==> config.mk <==
export PLATFORM = sky130hd
export DESIGN_NAME = mem_access_unit_flat
export DESIGN_NICKNAME = d
export VERILOG_FILES = /design/src/rtl/riscv_pkg.sv /design/src/rtl/mem_access_unit_if.sv /design/src/rtl/load_extract.sv /design/src/rtl/mem_access_unit.sv /design/src/flat_wrapper.sv
export SDC_FILE = /design/constraint.sdc
export NUM_CORES = 1
export LEC_CHECK = 0
export BUFFER_PORTS_ARGS = -buffer_cell sky130_fd_sc_hd__clkbuf_2
export CAP_MARGIN = 20
export CORE_MARGIN = 8
export CORE_UTILIZATION = 48
export CTS_BUF_LIST = sky130_fd_sc_hd__clkbuf_8
export DETAILED_ROUTE_END_ITERATION = 8
export GPL_ROUTABILITY_DRIVEN = 0
export PLACE_DENSITY = 0.9
export SLEW_MARGIN = 25
export SYNTH_ARGS = -nofsm -noshare
export SYNTH_HDL_FRONTEND = slang
export SYNTH_HIERARCHICAL = 1
export SYNTH_SLANG_ARGS = --single-unit
==> constraint.sdc <==
create_clock -name clk -period 2.4 [get_ports clk]
set_clock_uncertainty 0.2 [all_clocks]
set_input_delay 0.48 -clock clk [delete_from_list [all_inputs] [get_ports clk]]
set_output_delay 0.48 -clock clk [all_outputs]
set_load 0.005 [all_outputs]
==> src/rtl/riscv_pkg.sv <==
// Shared RV32I load/store funct3 encodings and the MEM-stage FSM state type.
package riscv_pkg;

   localparam logic [2:0] F3_LB  = 3'b000;
   localparam logic [2:0] F3_LH  = 3'b001;
   localparam logic [2:0] F3_LW  = 3'b010;
   localparam logic [2:0] F3_LBU = 3'b100;
   localparam logic [2:0] F3_LHU = 3'b101;
   localparam logic [2:0] F3_SB  = 3'b000;
   localparam logic [2:0] F3_SH  = 3'b001;
   localparam logic [2:0] F3_SW  = 3'b010;

   typedef enum logic {
      ST_IDLE   = 1'b0,
      ST_RMW_WR = 1'b1
   } mau_state_e;

   function automatic logic f3_unsupported(input logic [2:0] f3);
      return (f3 == 3'b011) || (f3 == 3'b110) || (f3 == 3'b111);
   endfunction

endpackage

==> src/rtl/mem_access_unit_if.sv <==
// Word-wide single-port Data_Memory bus between the MEM stage and the memory.
interface mem_access_unit_if #(
   parameter int unsigned XLEN = 32
);
   logic [XLEN-1:0] dm_addr;
   logic            dm_we;
   logic [XLEN-1:0] dm_wd;
   logic [XLEN-1:0] dm_rd;

   modport master (output dm_addr, output dm_we, output dm_wd, input dm_rd);
   modport slave  (input dm_addr, input dm_we, input dm_wd, output dm_rd);
endinterface

==> src/rtl/load_extract.sv <==
// Selects the addressed byte/halfword lane of a memory word and sign/zero-extends it.
module load_extract
   import riscv_pkg::*;
#(
   parameter int unsigned XLEN = 32
) (
   input  logic [XLEN-1:0] rd_data,
   input  logic [1:0]      off,
   input  logic [2:0]      funct3,
   output logic [XLEN-1:0] data
);

   logic [XLEN-1:0] shifted;

   always_comb begin
      shifted = rd_data >> {off, 3'b000};
      data    = rd_data;
      case (funct3)
         F3_LB:   data = {{(XLEN-8){shifted[7]}}, shifted[7:0]};
         F3_LBU:  data = {{(XLEN-8){1'b0}}, shifted[7:0]};
         F3_LH:   data = {{(XLEN-16){shifted[15]}}, shifted[15:0]};
         F3_LHU:  data = {{(XLEN-16){1'b0}}, shifted[15:0]};
         default: data = rd_data;
      endcase
   end

endmodule

==> src/rtl/mem_access_unit.sv <==
// MEM-stage load/store unit: word accesses to Data_Memory, sub-word store RMW,
// load extraction, and the MEM/WB pipeline register.
module mem_access_unit
   import riscv_pkg::*;
#(
   parameter int unsigned XLEN            = 32,
   parameter bit          TRAP_MISALIGNED = 1'b1
) (
   input  logic                 clk,
   input  logic                 rst,
   input  logic                 valid_i,
   input  logic                 mem_read_i,
   input  logic                 mem_write_i,
   input  logic [2:0]           funct3_i,
   input  logic [XLEN-1:0]      alu_result_i,
   input  logic [XLEN-1:0]      store_data_i,
   input  logic [4:0]           rd_i,
   input  logic                 reg_write_i,
   input  logic                 flush_i,
   mem_access_unit_if.master    dm,
   output logic                 stall_o,
   output logic                 wb_valid_o,
   output logic                 wb_reg_write_o,
   output logic                 wb_mem_to_reg_o,
   output logic [4:0]           wb_rd_o,
   output logic [XLEN-1:0]      wb_alu_result_o,
   output logic [XLEN-1:0]      wb_load_data_o,
   output logic                 misalign_o
);

   mau_state_e      state_q, state_d;
   logic [XLEN-1:0] merge_q, merge_d;
   logic [XLEN-1:0] addr_q, addr_d;
   logic            wb_valid_q, wb_valid_d;
   logic            wb_rw_q, wb_rw_d;
   logic            wb_m2r_q, wb_m2r_d;
   logic [4:0]      wb_rd_q, wb_rd_d;
   logic [XLEN-1:0] wb_alu_q, wb_alu_d;
   logic [XLEN-1:0] wb_ld_q, wb_ld_d;
   logic            mis_q, mis_d;

   logic [1:0]      size;
   logic            mem_op, mis_raw, bad, live;
   logic [1:0]      off;
   logic [XLEN-1:0] ld_data, lane_mask, merged;

   assign size    = funct3_i[1:0];
   assign mem_op  = mem_read_i | mem_write_i;
   assign mis_raw = ((size == 2'b01) && alu_result_i[0]) ||
                    ((size == 2'b10) && (alu_result_i[1:0] != 2'b00));
   // Stores have no funct3[2] variant, so 100/101 on a store are illegal too.
   assign bad     = mem_op & (f3_unsupported(funct3_i) | (mem_write_i & funct3_i[2]) |
                              (TRAP_MISALIGNED & mis_raw));
   assign live    = valid_i & ~flush_i;

   always_comb begin
      off = alu_result_i[1:0];
      if (!TRAP_MISALIGNED) begin
         if (size == 2'b01)      off = {alu_result_i[1], 1'b0};
         else if (size == 2'b10) off = 2'b00;
      end
   end

   load_extract #(.XLEN(XLEN)) u_load_extract (
      .rd_data (dm.dm_rd),
      .off     (off),
      .funct3  (funct3_i),
      .data    (ld_data)
   );

   assign lane_mask = ((size == 2'b00) ? {{(XLEN-8){1'b0}}, 8'hFF}
                                       : {{(XLEN-16){1'b0}}, 16'hFFFF}) << {off, 3'b000};
   assign merged    = (dm.dm_rd & ~lane_mask) | ((store_data_i << {off, 3'b000}) & lane_mask);

   always_comb begin
      state_d    = state_q;
      merge_d    = merge_q;
      addr_d     = addr_q;
      dm.dm_addr = {alu_result_i[XLEN-1:2], 2'b00};
      dm.dm_we   = 1'b0;
      dm.dm_wd   = store_data_i;
      stall_o    = 1'b0;
      wb_valid_d = 1'b0;
      wb_rw_d    = 1'b0;
      wb_m2r_d   = 1'b0;
      wb_rd_d    = '0;
      wb_alu_d   = '0;
      wb_ld_d    = '0;
      mis_d      = 1'b0;

      case (state_q)
         ST_IDLE: begin
            if (live) begin
               if (mem_write_i && !bad && (size != 2'b10)) begin
                  stall_o = 1'b1;
                  merge_d = merged;
                  addr_d  = {alu_result_i[XLEN-1:2], 2'b00};
                  state_d = ST_RMW_WR;
               end else begin
                  wb_valid_d = 1'b1;
                  wb_rd_d    = rd_i;
                  wb_alu_d   = alu_result_i;
                  mis_d      = bad;
                  wb_rw_d    = reg_write_i & ~mem_write_i & ~bad;
                  wb_m2r_d   = mem_read_i & ~mem_write_i & ~bad;
                  wb_ld_d    = wb_m2r_d ? ld_data : '0;
                  dm.dm_we   = mem_write_i & ~bad;
               end
            end
         end
         ST_RMW_WR: begin
            // Upstream is held, so rd_i/alu_result_i still describe this store.
            dm.dm_addr = addr_q;
            dm.dm_we   = 1'b1;
            dm.dm_wd   = merge_q;
            state_d    = ST_IDLE;
            wb_valid_d = 1'b1;
            wb_rd_d    = rd_i;
            wb_alu_d   = alu_result_i;
         end
         default: state_d = ST_IDLE;
      endcase

      if (rst) begin
         dm.dm_we = 1'b0;
         stall_o  = 1'b0;
      end
   end

   always_ff @(posedge clk) begin
      if (rst) begin
         state_q    <= ST_IDLE;
         merge_q    <= '0;
         addr_q     <= '0;
         wb_valid_q <= 1'b0;
         wb_rw_q    <= 1'b0;
         wb_m2r_q   <= 1'b0;
         wb_rd_q    <= '0;
         wb_alu_q   <= '0;
         wb_ld_q    <= '0;
         mis_q      <= 1'b0;
      end else begin
         state_q    <= state_d;
         merge_q    <= merge_d;
         addr_q     <= addr_d;
         wb_valid_q <= wb_valid_d;
         wb_rw_q    <= wb_rw_d;
         wb_m2r_q   <= wb_m2r_d;
         wb_rd_q    <= wb_rd_d;
         wb_alu_q   <= wb_alu_d;
         wb_ld_q    <= wb_ld_d;
         mis_q      <= mis_d;
      end
   end

   assign wb_valid_o      = wb_valid_q;
   assign wb_reg_write_o  = wb_rw_q;
   assign wb_mem_to_reg_o = wb_m2r_q;
   assign wb_rd_o         = wb_rd_q;
   assign wb_alu_result_o = wb_alu_q;
   assign wb_load_data_o  = wb_ld_q;
   assign misalign_o      = mis_q;

endmodule

==> src/flat_wrapper.sv <==
// flat-port wrapper written by rule: the top's interface ports become plain ports
module mem_access_unit_flat import riscv_pkg::*;
#(
   parameter int unsigned XLEN            = 32,
   parameter bit          TRAP_MISALIGNED = 1'b1
)
  (clk, rst, valid_i, mem_read_i, mem_write_i, funct3_i, alu_result_i, store_data_i, rd_i, reg_write_i, flush_i, stall_o, wb_valid_o, wb_reg_write_o, wb_mem_to_reg_o, wb_rd_o, wb_alu_result_o, wb_load_data_o, misalign_o, dm_dm_addr, dm_dm_we, dm_dm_wd, dm_dm_rd);
  mem_access_unit_if #(.XLEN(XLEN)) dm_i ();
  input  logic clk;
  input  logic rst;
  input  logic valid_i;
  input  logic mem_read_i;
  input  logic mem_write_i;
  input  logic [2:0] funct3_i;
  input  logic [XLEN-1:0] alu_result_i;
  input  logic [XLEN-1:0] store_data_i;
  input  logic [4:0] rd_i;
  input  logic reg_write_i;
  input  logic flush_i;
  output logic stall_o;
  output logic wb_valid_o;
  output logic wb_reg_write_o;
  output logic wb_mem_to_reg_o;
  output logic [4:0] wb_rd_o;
  output logic [XLEN-1:0] wb_alu_result_o;
  output logic [XLEN-1:0] wb_load_data_o;
  output logic misalign_o;
  output wire logic [$bits(dm_i.dm_addr)-1:0] dm_dm_addr;
  output wire logic [$bits(dm_i.dm_we)-1:0] dm_dm_we;
  output wire logic [$bits(dm_i.dm_wd)-1:0] dm_dm_wd;
  input wire logic [$bits(dm_i.dm_rd)-1:0] dm_dm_rd;
  assign dm_dm_addr = dm_i.dm_addr;
  assign dm_dm_we = dm_i.dm_we;
  assign dm_dm_wd = dm_i.dm_wd;
  assign dm_i.dm_rd = dm_dm_rd;
  mem_access_unit #(.XLEN(XLEN), .TRAP_MISALIGNED(TRAP_MISALIGNED)) u_core (.clk(clk), .rst(rst), .valid_i(valid_i), .mem_read_i(mem_read_i), .mem_write_i(mem_write_i), .funct3_i(funct3_i), .alu_result_i(alu_result_i), .store_data_i(store_data_i), .rd_i(rd_i), .reg_write_i(reg_write_i), .flush_i(flush_i), .dm(dm_i), .stall_o(stall_o), .wb_valid_o(wb_valid_o), .wb_reg_write_o(wb_reg_write_o), .wb_mem_to_reg_o(wb_mem_to_reg_o), .wb_rd_o(wb_rd_o), .wb_alu_result_o(wb_alu_result_o), .wb_load_data_o(wb_load_data_o), .misalign_o(misalign_o));
endmodule
After elaboration in Yosys (flattened, before gate mapping)

Cells that the tools add are included.

Input port bits: 111
Logic and storage cells: 79
Bits in registers: 136
Output and inout port bits: 139

Bitwise gates (word level): 21
Shifts and indexed selects: 3
Reductions and logical operators: 14
Equal/unequal tests: 9
Muxes and demuxes: 22

Operator list:

| cell                                          | number |
|---|---|
| two-way mux 32 bit                            | 4 |
| case mux 32 bit (4 select lines)              | 1 |
| AND 32 bit                                    | 2 |
| case mux 32 bit (2 select lines)              | 1 |
| << shifter 32 x 5 -> 32 bit                   | 2 |
| inverter 32 bit                               | 1 |
| bitwise OR 32 bit                             | 1 |
| right shift 32 x 5 -> 16 bit                  | 1 |
| two-way mux 16 bit                            | 1 |
| == test 3 bit, second input constant          | 4 |
| two-way mux 5 bit                             | 2 |
| case mux 5 bit (2 select lines)               | 1 |
| two-way mux 1 bit                             | 9 |
| AND 1 bit                                     | 8 |
| inverter 1 bit                                | 6 |
| case mux 1 bit (2 select lines)               | 3 |
| OR reduction 5 bit                            | 1 |
| logical AND 1 bit                             | 4 |
| OR reduction 4 bit                            | 1 |
| == test 3 x 1 -> 1 bit, second input constant | 1 |
| == test 3 x 2 -> 1 bit, second input constant | 1 |
| logical NOT 3 bit                             | 1 |
| logical OR 1 bit                              | 3 |
| bitwise OR 1 bit                              | 3 |
| 7 further kinds                               | 7 |

Longest topological paths before layout

Gate-level depths: netlist of run 1.

Depth in word-level cells: 13
Depth in mapped cells: 7
Gate-level depth less buffers: 4

By module

Netlist of run 1, hierarchy kept.

By module, submodules not included:

| module          | times used | cells an instance | area an instance (um2) |
|---|---|---|---|
| mem_access_unit | 1          | 590               | 5734.2 |
| load_extract    | 1          | 111               | 715.7 |

Least setup slack after synthesis of run 1

No wires, ideal clock.

Path type: input to output
Start point: input alu_result_i[0]
End point: output dm_dm_we
Required time: 1.720 ns
Stages: 7
Path slack: 0.134 ns
Arrival time: 1.586 ns
Path through: buf_2 a221oi_2 o21a_1 buf_4 buf_2 a31oi_1 nor2_1

Longest elaborated chain between the ends: 12

Ends and longest elaborated chain:

| element                             | RTL line               | text |
|---|---|---|
| start, declared                     | flat_wrapper.sv:15     | `input logic [XLEN-1:0] alu_result_i;` |
| nonzero test 2 bit                  | mem_access_unit.sv:50  | `((size == 2'b10) && (alu_result_i[1:0] != 2'b00));` |
| logical AND 1 bit                   | mem_access_unit.sv:50  |  |
| logical OR 1 bit (*)                | mem_access_unit.sv:49  | `assign mis_raw = ((size == 2'b01) && alu_result_i[0]) \|\|` |
| bitwise OR 1 bit (*)                | mem_access_unit.sv:52  | `assign bad = mem_op & (f3_unsupported(funct3_i) \| (mem_write_i & funct3_i[2]) \|` |
| AND 1 bit (*)                       | mem_access_unit.sv:52  |  |
| logical NOT 1 bit                   | mem_access_unit.sv:94  | `if (mem_write_i && !bad && (size != 2'b10)) begin` |
| logical AND 1 bit (2 in a row)      | mem_access_unit.sv:94  |  |
| two-way mux 1 bit (*)               | mem_access_unit.sv:94  |  |
| two-way mux 1 bit (*)               | mem_access_unit.sv:93  | `if (live) begin` |
| case mux 1 bit (2 select lines) (*) | mem_access_unit.sv:91  | `case (state_q)` |
| two-way mux 1 bit (*)               | mem_access_unit.sv:124 | `if (rst) begin` |
| end, declared                       | flat_wrapper.sv:29     | `output wire logic [$bits(dm_i.dm_we)-1:0] dm_dm_we;` |

Mark *: on every way between the ends. The rest lies on a longest branch, timed or not.

Worst setup path after layout of run 1

Start point: register u_core.state_q
End point: output dm_dm_addr[21]

Longest elaborated chain between the ends: 1

Ends and longest elaborated chain:

| element                | RTL line               | text |
|---|---|---|
| start, declared        | mem_access_unit.sv:31  | `mau_state_e state_q, state_d;` |
| start signal, assigned | mem_access_unit.sv:143 | `state_q <= state_d;` |
| two-way mux 32 bit     | mem_access_unit.sv:91  |  |
| end, declared          | flat_wrapper.sv:28     | `output wire logic [$bits(dm_i.dm_addr)-1:0] dm_dm_addr;` |

Every way passes these cells.

==> out/qor.json, run 1 <==
{
  "number_of_enable_flip_flop_cells_after_synthesis": {"value": 0},
  "wirelength": {"value": 22100, "unit": "microns"},
  "ys_ff_latch": {"value": 136},
  "yosysUniqueCellTypes": {"value": 57},
  "cap_violations": {"value": 0},
  "ys_top_cells_by_area": {"value": "sky130_fd_sc_hd__dfxtp_1, sky130_fd_sc_hd__mux2_2, sky130_fd_sc_hd__and2_1, sky130_fd_sc_hd__o21ai_0, sky130_fd_sc_hd__a21oi_1"},
  "total_global_route_track_usage": {"value": 0.245},
  "fin_crit": {"value": 2330, "unit": "ps"},
  "synth-async-reset-ratio": {"value": 0},
  "synth_flop_cell": {"value": "sky130_fd_sc_hd__dfxtp_1"},
  "area_growth_syn_to_layout": {"value": 30.0, "unit": "%"},
  "largest_net_degree_at_the_start_of_global_routing": {"value": 52},
  "share_of_the_yosys_chip_area_belonging_to_registers": {"value": 0.422},
  "post_route_drc_violation_count": {"value": 0},
  "max_freq": {"value": 429, "unit": "MHz"},
  "setup_viol": {"value": 0},
  "die_ar": {"value": 17400, "unit": "sq um"},
  "vdd_drop_max": {"value": 368, "unit": "uV"},
  "finish.net_count": {"value": 1043},
  "fp-row-count": {"value": 42},
  "netlist_area": {"value": 6450, "unit": "sq um"},
  "worst_ep_arrival_time": {"value": 1650, "unit": "ps"},
  "crit_path_cell_trace": {"value": "buf_12 -> mux2_2 -> clkbuf_2"},
  "outcome": {"value": "finished clean"},
  "htreeDepth": {"value": 4},
  "chip_width": {"value": 132, "unit": "microns"},
  "total_number_of_vias": {"value": 6507},
  "core_region_area": {"value": 13200, "unit": "sq um"},
  "finalCritPeriodShare": {"value": 0.970},
  "max_slew_margin": {"value": 0.499},
  "hold_path_class": {"value": "primary input to flip-flop"},
  "detailedPlacementHpwl": {"value": 16100, "unit": "microns"},
  "cts-hold-fix-buffers": {"value": 0},
  "fin_cells": {"value": 1122},
  "post_synth_most_frequent_cells": {"value": "sky130_fd_sc_hd__dfxtp_1, sky130_fd_sc_hd__mux2_2, sky130_fd_sc_hd__and2_1, sky130_fd_sc_hd__o21ai_0, sky130_fd_sc_hd__a21oi_1"},
  "crit_path_start_kind": {"value": "flip-flop"},
  "netSwitchingFraction": {"value": 0.273},
  "initial_core_util": {"value": 0.489},
  "switchingPower": {"value": 1.42, "unit": "mW"},
  "share_of_total_power_in_sequential_cells": {"value": 0.445},
  "top_signal_layer_used": {"value": "met4"},
  "internal_power": {"value": 3.77, "unit": "mW"},
  "antenna_found_initial": {"value": 1},
  "crit_fanout": {"value": 30},
  "cp.required": {"value": 1720, "unit": "ps"},
  "hold_viol": {"value": 0},
  "clock_sinks": {"value": 136},
  "initialDrtViolationCount": {"value": 824},
  "tritoncts": {"value": "built"},
  "power.density_cell_area": {"value": 619, "unit": "nW/um^2"},
  "mean_post_synth_cell_area": {"value": 9.20, "unit": "sq um"},
  "post-synth-top-count-cell": {"value": "sky130_fd_sc_hd__dfxtp_1"},
  "worstMarginPinSlew": {"value": 748, "unit": "ps"},
  "dp_cells": {"value": 1087},
  "per_cell_via_count_in_the_routed_design": {"value": 5.80},
  "clkSlewWorstSetupHoldPaths": {"value": 80, "unit": "ps"},
  "p_clk_frac": {"value": 0.411},
  "met3RoutedLength": {"value": 2200, "unit": "microns"},
  "netlist.area_leader.share": {"value": 0.422},
  "clockBufferDepth": {"value": 2},
  "grt_pass1_vias": {"value": 6342},
  "clk_tree_root_cell": {"value": "sky130_fd_sc_hd__clkbuf_8"},
  "critPathCaptureType": {"value": "output port"},
  "worst_path_largest_cell_delay": {"value": 450, "unit": "ps"},
  "clk_latency": {"value": 450, "unit": "ps"},
  "ys.warnings.count": {"value": 6},
  "ios": {"value": 250},
  "rsz0062_at_grt": {"value": "no"},
  "die_height": {"value": 132, "unit": "microns"},
  "critPathSlowestCell": {"value": "sky130_fd_sc_hd__dfxtp_4"},
  "place.port_buffers": {"value": 247},
  "comb_power_share": {"value": 0.144},
  "met2_wirelength": {"value": 10900, "unit": "microns"},
  "post_synth_inst_count": {"value": 701},
  "wire_length_of_the_first_global_routing_pass": {"value": 34300, "unit": "microns"},
  "drive_gt1_frac": {"value": 0.424},
  "grt-ovfl-total": {"value": 0},
  "fin_util": {"value": 0.636},
  "cts_buffers": {"value": 17},
  "ant_nets": {"value": 0},
  "report.final.slew_viol_count": {"value": 0},
  "wire_per_inst": {"value": 19.7, "unit": "microns"},
  "routedLengthMet1": {"value": 8310, "unit": "microns"},
  "setup.worst_path.class": {"value": "flip-flop to output port"},
  "firstDrtPassIters": {"value": 5},
  "cellLeakagePower": {"value": 3.67, "unit": "nW"},
  "synth_area_leader_cell": {"value": "sky130_fd_sc_hd__dfxtp_1"}
}
-- layout by cell type (no fill, tap or decap), types with 25 or more instances in the layout --
cell and count:
sky130_fd_sc_hd__nand3_1 35, sky130_fd_sc_hd__a21oi_1 51, sky130_fd_sc_hd__nand2_1 51, sky130_fd_sc_hd__buf_4 25
sky130_fd_sc_hd__clkbuf_2 247, sky130_fd_sc_hd__mux2_2 70, sky130_fd_sc_hd__and2_1 69, sky130_fd_sc_hd__o21ai_0 69
sky130_fd_sc_hd__dfxtp_1 135
-- cell type report --
class,count,area [sq um]
multi-input cells,491,3400
flip-flops and latches,136,2730
fillers,1090,4810
clock inverters,15,215
clock buffers,17,234
diodes,1,2.50
inverters,8,30.0
repair buffers,278,1550
well taps,176,220
-- routing by layer --
layer	vias to the layer above	global-route usage
met5	-	0
met3	58	0.0705
met1	3036	0.276
met4	0	0.105
met2	422	0.423
li1	2991	-
-- worst max-delay path: cells and delay by family, from the launching register on --
kind                   cells  cell delay (ps)
DFF                        1              450
muxes                      1              370
buffers and inverters      2              360
-- cell families after synthesis --
group / after synthesis / synth area share
AND/OR/NAND/NOR: 193 / 0.163
multiplexers: 88 / 0.152
other: 1 / 0.000581
buffers and inverters: 75 / 0.0553
flip-flops: 136 / 0.422
AO/OA/AOI/OAI: 208 / 0.207
-- power by group through the flow --
| stage | logic [mW] | clock network (mW) | registers, mW |
|---|---|---|---|
| global placement | 0.710 | 0 | 2.36 |
| CTS | 0.734 | 2.16 | 2.31 |
| floorplan | 0.384 | 0 | 2.36 |
| finish | 0.749 | 2.13 | 2.31 |
| detailed placement | 0.725 | 0 | 2.36 |
| global route | 0.802 | 2.27 | 2.31 |
-- final timing paths --
kind | to | from | slack (ps) | cells after the start
worst max-delay path | dm_dm_addr[21] | u_core/state_q | 70 | 3
worst min register to register | u_core/merge_q[28] | u_core/merge_q[28] | 270 | 2
worst min-delay path | u_core/wb_rd_o[4] | rd_i[4] | 30 | 2
worst max register to register | u_core/merge_q[9] | u_core/state_q | 510 | 5
-- state kept, by name, indices dropped and copies added (netlist names) --
register / cells
u_core/addr_q: 30
u_core/merge_q: 32
u_core/misalign_o: 1
u_core/state_q: 1
u_core/wb_alu_result_o: 32
u_core/wb_load_data_o: 32
u_core/wb_mem_to_reg_o: 1
u_core/wb_rd_o: 5
u_core/wb_reg_write_o: 1
u_core/wb_valid_o: 1
-- through the flow --
| step | hold slack (ps) | total power [mW] | instance area, sq um | worst slack (ps) | setup TNS [ps] |
|---|---|---|---|---|---|
| after global placement | 252 | 3.07 | 7890 | 46.1 | 0 |
| after detailed placement | 258 | 3.09 | 7890 | -40.0 | -45.0 |
| final | 30.0 | 5.19 | 8380 | 70.9 | 0 |
| after global routing | 8.34 | 5.38 | 8380 | 9.11 | 0 |
| after floorplan | 235 | 2.74 | 6450 | 134 | 0 |
| after CTS | 7.21 | 5.20 | 8370 | 32.1 | 0 |
-- repair_timing --
item	in CTS	in global routing
gates cloned	1	0
endpoints found under the setup margin	58	2
buffers inserted	0	1
pin swaps	0	1
resized for setup	2	1
No activity file was read; power rests on OpenSTA's default activity.
==> run 2, diff against run 1 <==
Settings changed: BUFFER_PORTS_ARGS -buffer_cell sky130_fd_sc_hd__clkbuf_2 to -buffer_cell sky130_fd_sc_hd__buf_2.
==> run 2 against run 1 <==
- utilization down 0.82 points
- sequential share of layout area up 0.39 points
- register-to-register slack worse by 100 ps
- critical path depth unchanged
- first-iteration DRC count down 4.2%
- die area unchanged
- clock power down 11%
- flip-flop and latch count unchanged
- clock-buffer cell count up 1
==> out/qor.json, run 2 (same netlist as run 1, synthesis figures left out) <==
{
  "total_number_of_vias": {"value": 6458},
  "report.final.slew_viol_count": {"value": 0},
  "crit_fanout": {"value": 30},
  "initialDrtViolationCount": {"value": 789},
  "clkSlewWorstSetupHoldPaths": {"value": 80, "unit": "ps"},
  "ios": {"value": 250},
  "max_freq": {"value": 433, "unit": "MHz"},
  "per_cell_via_count_in_the_routed_design": {"value": 5.75},
  "cellLeakagePower": {"value": 3.64, "unit": "nW"},
  "tritoncts": {"value": "built"},
  "cts_buffers": {"value": 17},
  "final_common_cell": {"value": "sky130_fd_sc_hd__buf_2"},
  "finalCritPeriodShare": {"value": 0.963},
  "total_global_route_track_usage": {"value": 0.240},
  "worstMarginPinSlew": {"value": 748, "unit": "ps"},
  "critPathSlowestCell": {"value": "sky130_fd_sc_hd__dfxtp_2"},
  "critical-path-top-delay-family": {"value": "flip-flops"},
  "fin_worst_hold_slack": {"value": 33.0, "unit": "ps"},
  "clk_latency": {"value": 440, "unit": "ps"},
  "cts.repair_timing.setup_buffer_count": {"value": 0},
  "place.port_buffers": {"value": 247},
  "setup_viol": {"value": 0},
  "cap_violations": {"value": 0},
  "area_growth_syn_to_layout": {"value": 28.3, "unit": "%"},
  "clock_sinks": {"value": 136},
  "htreeDepth": {"value": 4},
  "outcome": {"value": "finished clean"},
  "largest_net_degree_at_the_start_of_global_routing": {"value": 40},
  "setup.worst_path.class": {"value": "flip-flop to output port"},
  "crit_path_cell_trace": {"value": "buf_8 -> mux2_2 -> buf_2"},
  "post_route_drc_violation_count": {"value": 0},
  "rsz0062_at_grt": {"value": "no"},
  "worst_path_largest_cell_delay": {"value": 400, "unit": "ps"},
  "finalPower": {"value": 4.93, "unit": "mW"},
  "worst-r2r-setup-slack": {"value": 410, "unit": "ps"},
  "hold_path_class": {"value": "primary input to flip-flop"},
  "path_buf_inv": {"value": 2},
  "layout_common_cells": {"value": "sky130_fd_sc_hd__buf_2, sky130_fd_sc_hd__dfxtp_1, sky130_fd_sc_hd__mux2_2"},
  "grt_pass1_vias": {"value": 6220},
  "die_height": {"value": 132, "unit": "microns"},
  "fin_crit": {"value": 2310, "unit": "ps"},
  "die_ar": {"value": 17400, "unit": "sq um"},
  "wirelength": {"value": 21800, "unit": "microns"},
  "wire_per_inst": {"value": 19.4, "unit": "microns"},
  "fp-row-count": {"value": 42},
  "antenna_found_initial": {"value": 3},
  "finish.net_count": {"value": 1042},
  "wire_length_of_the_first_global_routing_pass": {"value": 33800, "unit": "microns"},
  "core_region_area": {"value": 13200, "unit": "sq um"},
  "grt-ovfl-total": {"value": 0},
  "drive_gt1_frac": {"value": 0.422},
  "dp_worst_setup_slack": {"value": 10.5, "unit": "ps"},
  "clk_tree_root_cell": {"value": "sky130_fd_sc_hd__clkbuf_8"},
  "crit_path_start_kind": {"value": "flip-flop"},
  "initial_core_util": {"value": 0.489},
  "firstDrtPassIters": {"value": 8},
  "power.density_cell_area": {"value": 596, "unit": "nW/um^2"},
  "max_slew_margin": {"value": 0.500},
  "timing.final.ws_setup": {"value": 89.3, "unit": "ps"},
  "tns": {"value": 0, "unit": "ps"},
  "hold_viol": {"value": 0},
  "vdd_drop_max": {"value": 343, "unit": "uV"},
  "cp.required": {"value": 1720, "unit": "ps"},
  "ant_nets": {"value": 0},
  "detailedPlacementHpwl": {"value": 16200, "unit": "microns"},
  "worst_ep_arrival_time": {"value": 1630, "unit": "ps"},
  "clockBufferDepth": {"value": 2},
  "critPathCaptureType": {"value": "output port"},
  "chip_width": {"value": 132, "unit": "microns"},
  "final_area": {"value": 8280, "unit": "sq um"},
  "dpl-instance-area": {"value": 7860, "unit": "sq um"}
}
## run 2: repair_timing
item                                    4_1_cts  5_1_grt
resized for setup                             1        1
endpoints found under the setup margin       28       14
hold endpoints to repair                      0        0
pin swaps                                     0        0
hold buffers                                  0        0
## run 2: report_power, final
group | total (mW) | internal [mW] | switching, mW | leakage [nW]
logic | 0.737 | 0.314 | 0.423 | 2.35
registers | 2.31 | 2.29 | 0.0148 | 1.10
clock network | 1.89 | 0.955 | 0.933 | 0.190
total | 4.93 | 3.56 | 1.37 | 3.64
## run 2: worst paths after layout
check / to / from / cells past startpoint
setup / recovery: dm_dm_wd[4] / u_core/state_q / 3
hold reg to reg: u_core/merge_q[31] / u_core/merge_q[31] / 2
setup reg to reg: u_core/merge_q[6] / u_core/state_q / 4
hold / removal: u_core/wb_rd_o[2] / rd_i[2] / 2
## run 2: final cells by class
| cell class | count | area, sq um |
|---|---|---|
| repair buffers | 277 | 1490 |
| diodes | 3 | 7.51 |
| flip-flops and latches | 136 | 2720 |
| well taps | 176 | 220 |
| clock buffers | 18 | 248 |
| multi-input cells | 491 | 3400 |
| inverters | 8 | 30.0 |
| clock inverters | 14 | 150 |
| fillers | 1078 | 4910 |
## run 2: routing by layer
metal / part of all wire / GRT usage
met2: 0.49 / 0.400
met4: 0.039 / 0.115
met3: 0.095 / 0.0716
met5: 0 / 0
met1: 0.38 / 0.275
## run 2: through the flow
step,util,cells
final,0.627,1123
after global routing,0.627,1123
after CTS,0.627,1120
after detailed placement,0.596,1088
after global placement,0.596,1088
after floorplan,-,702
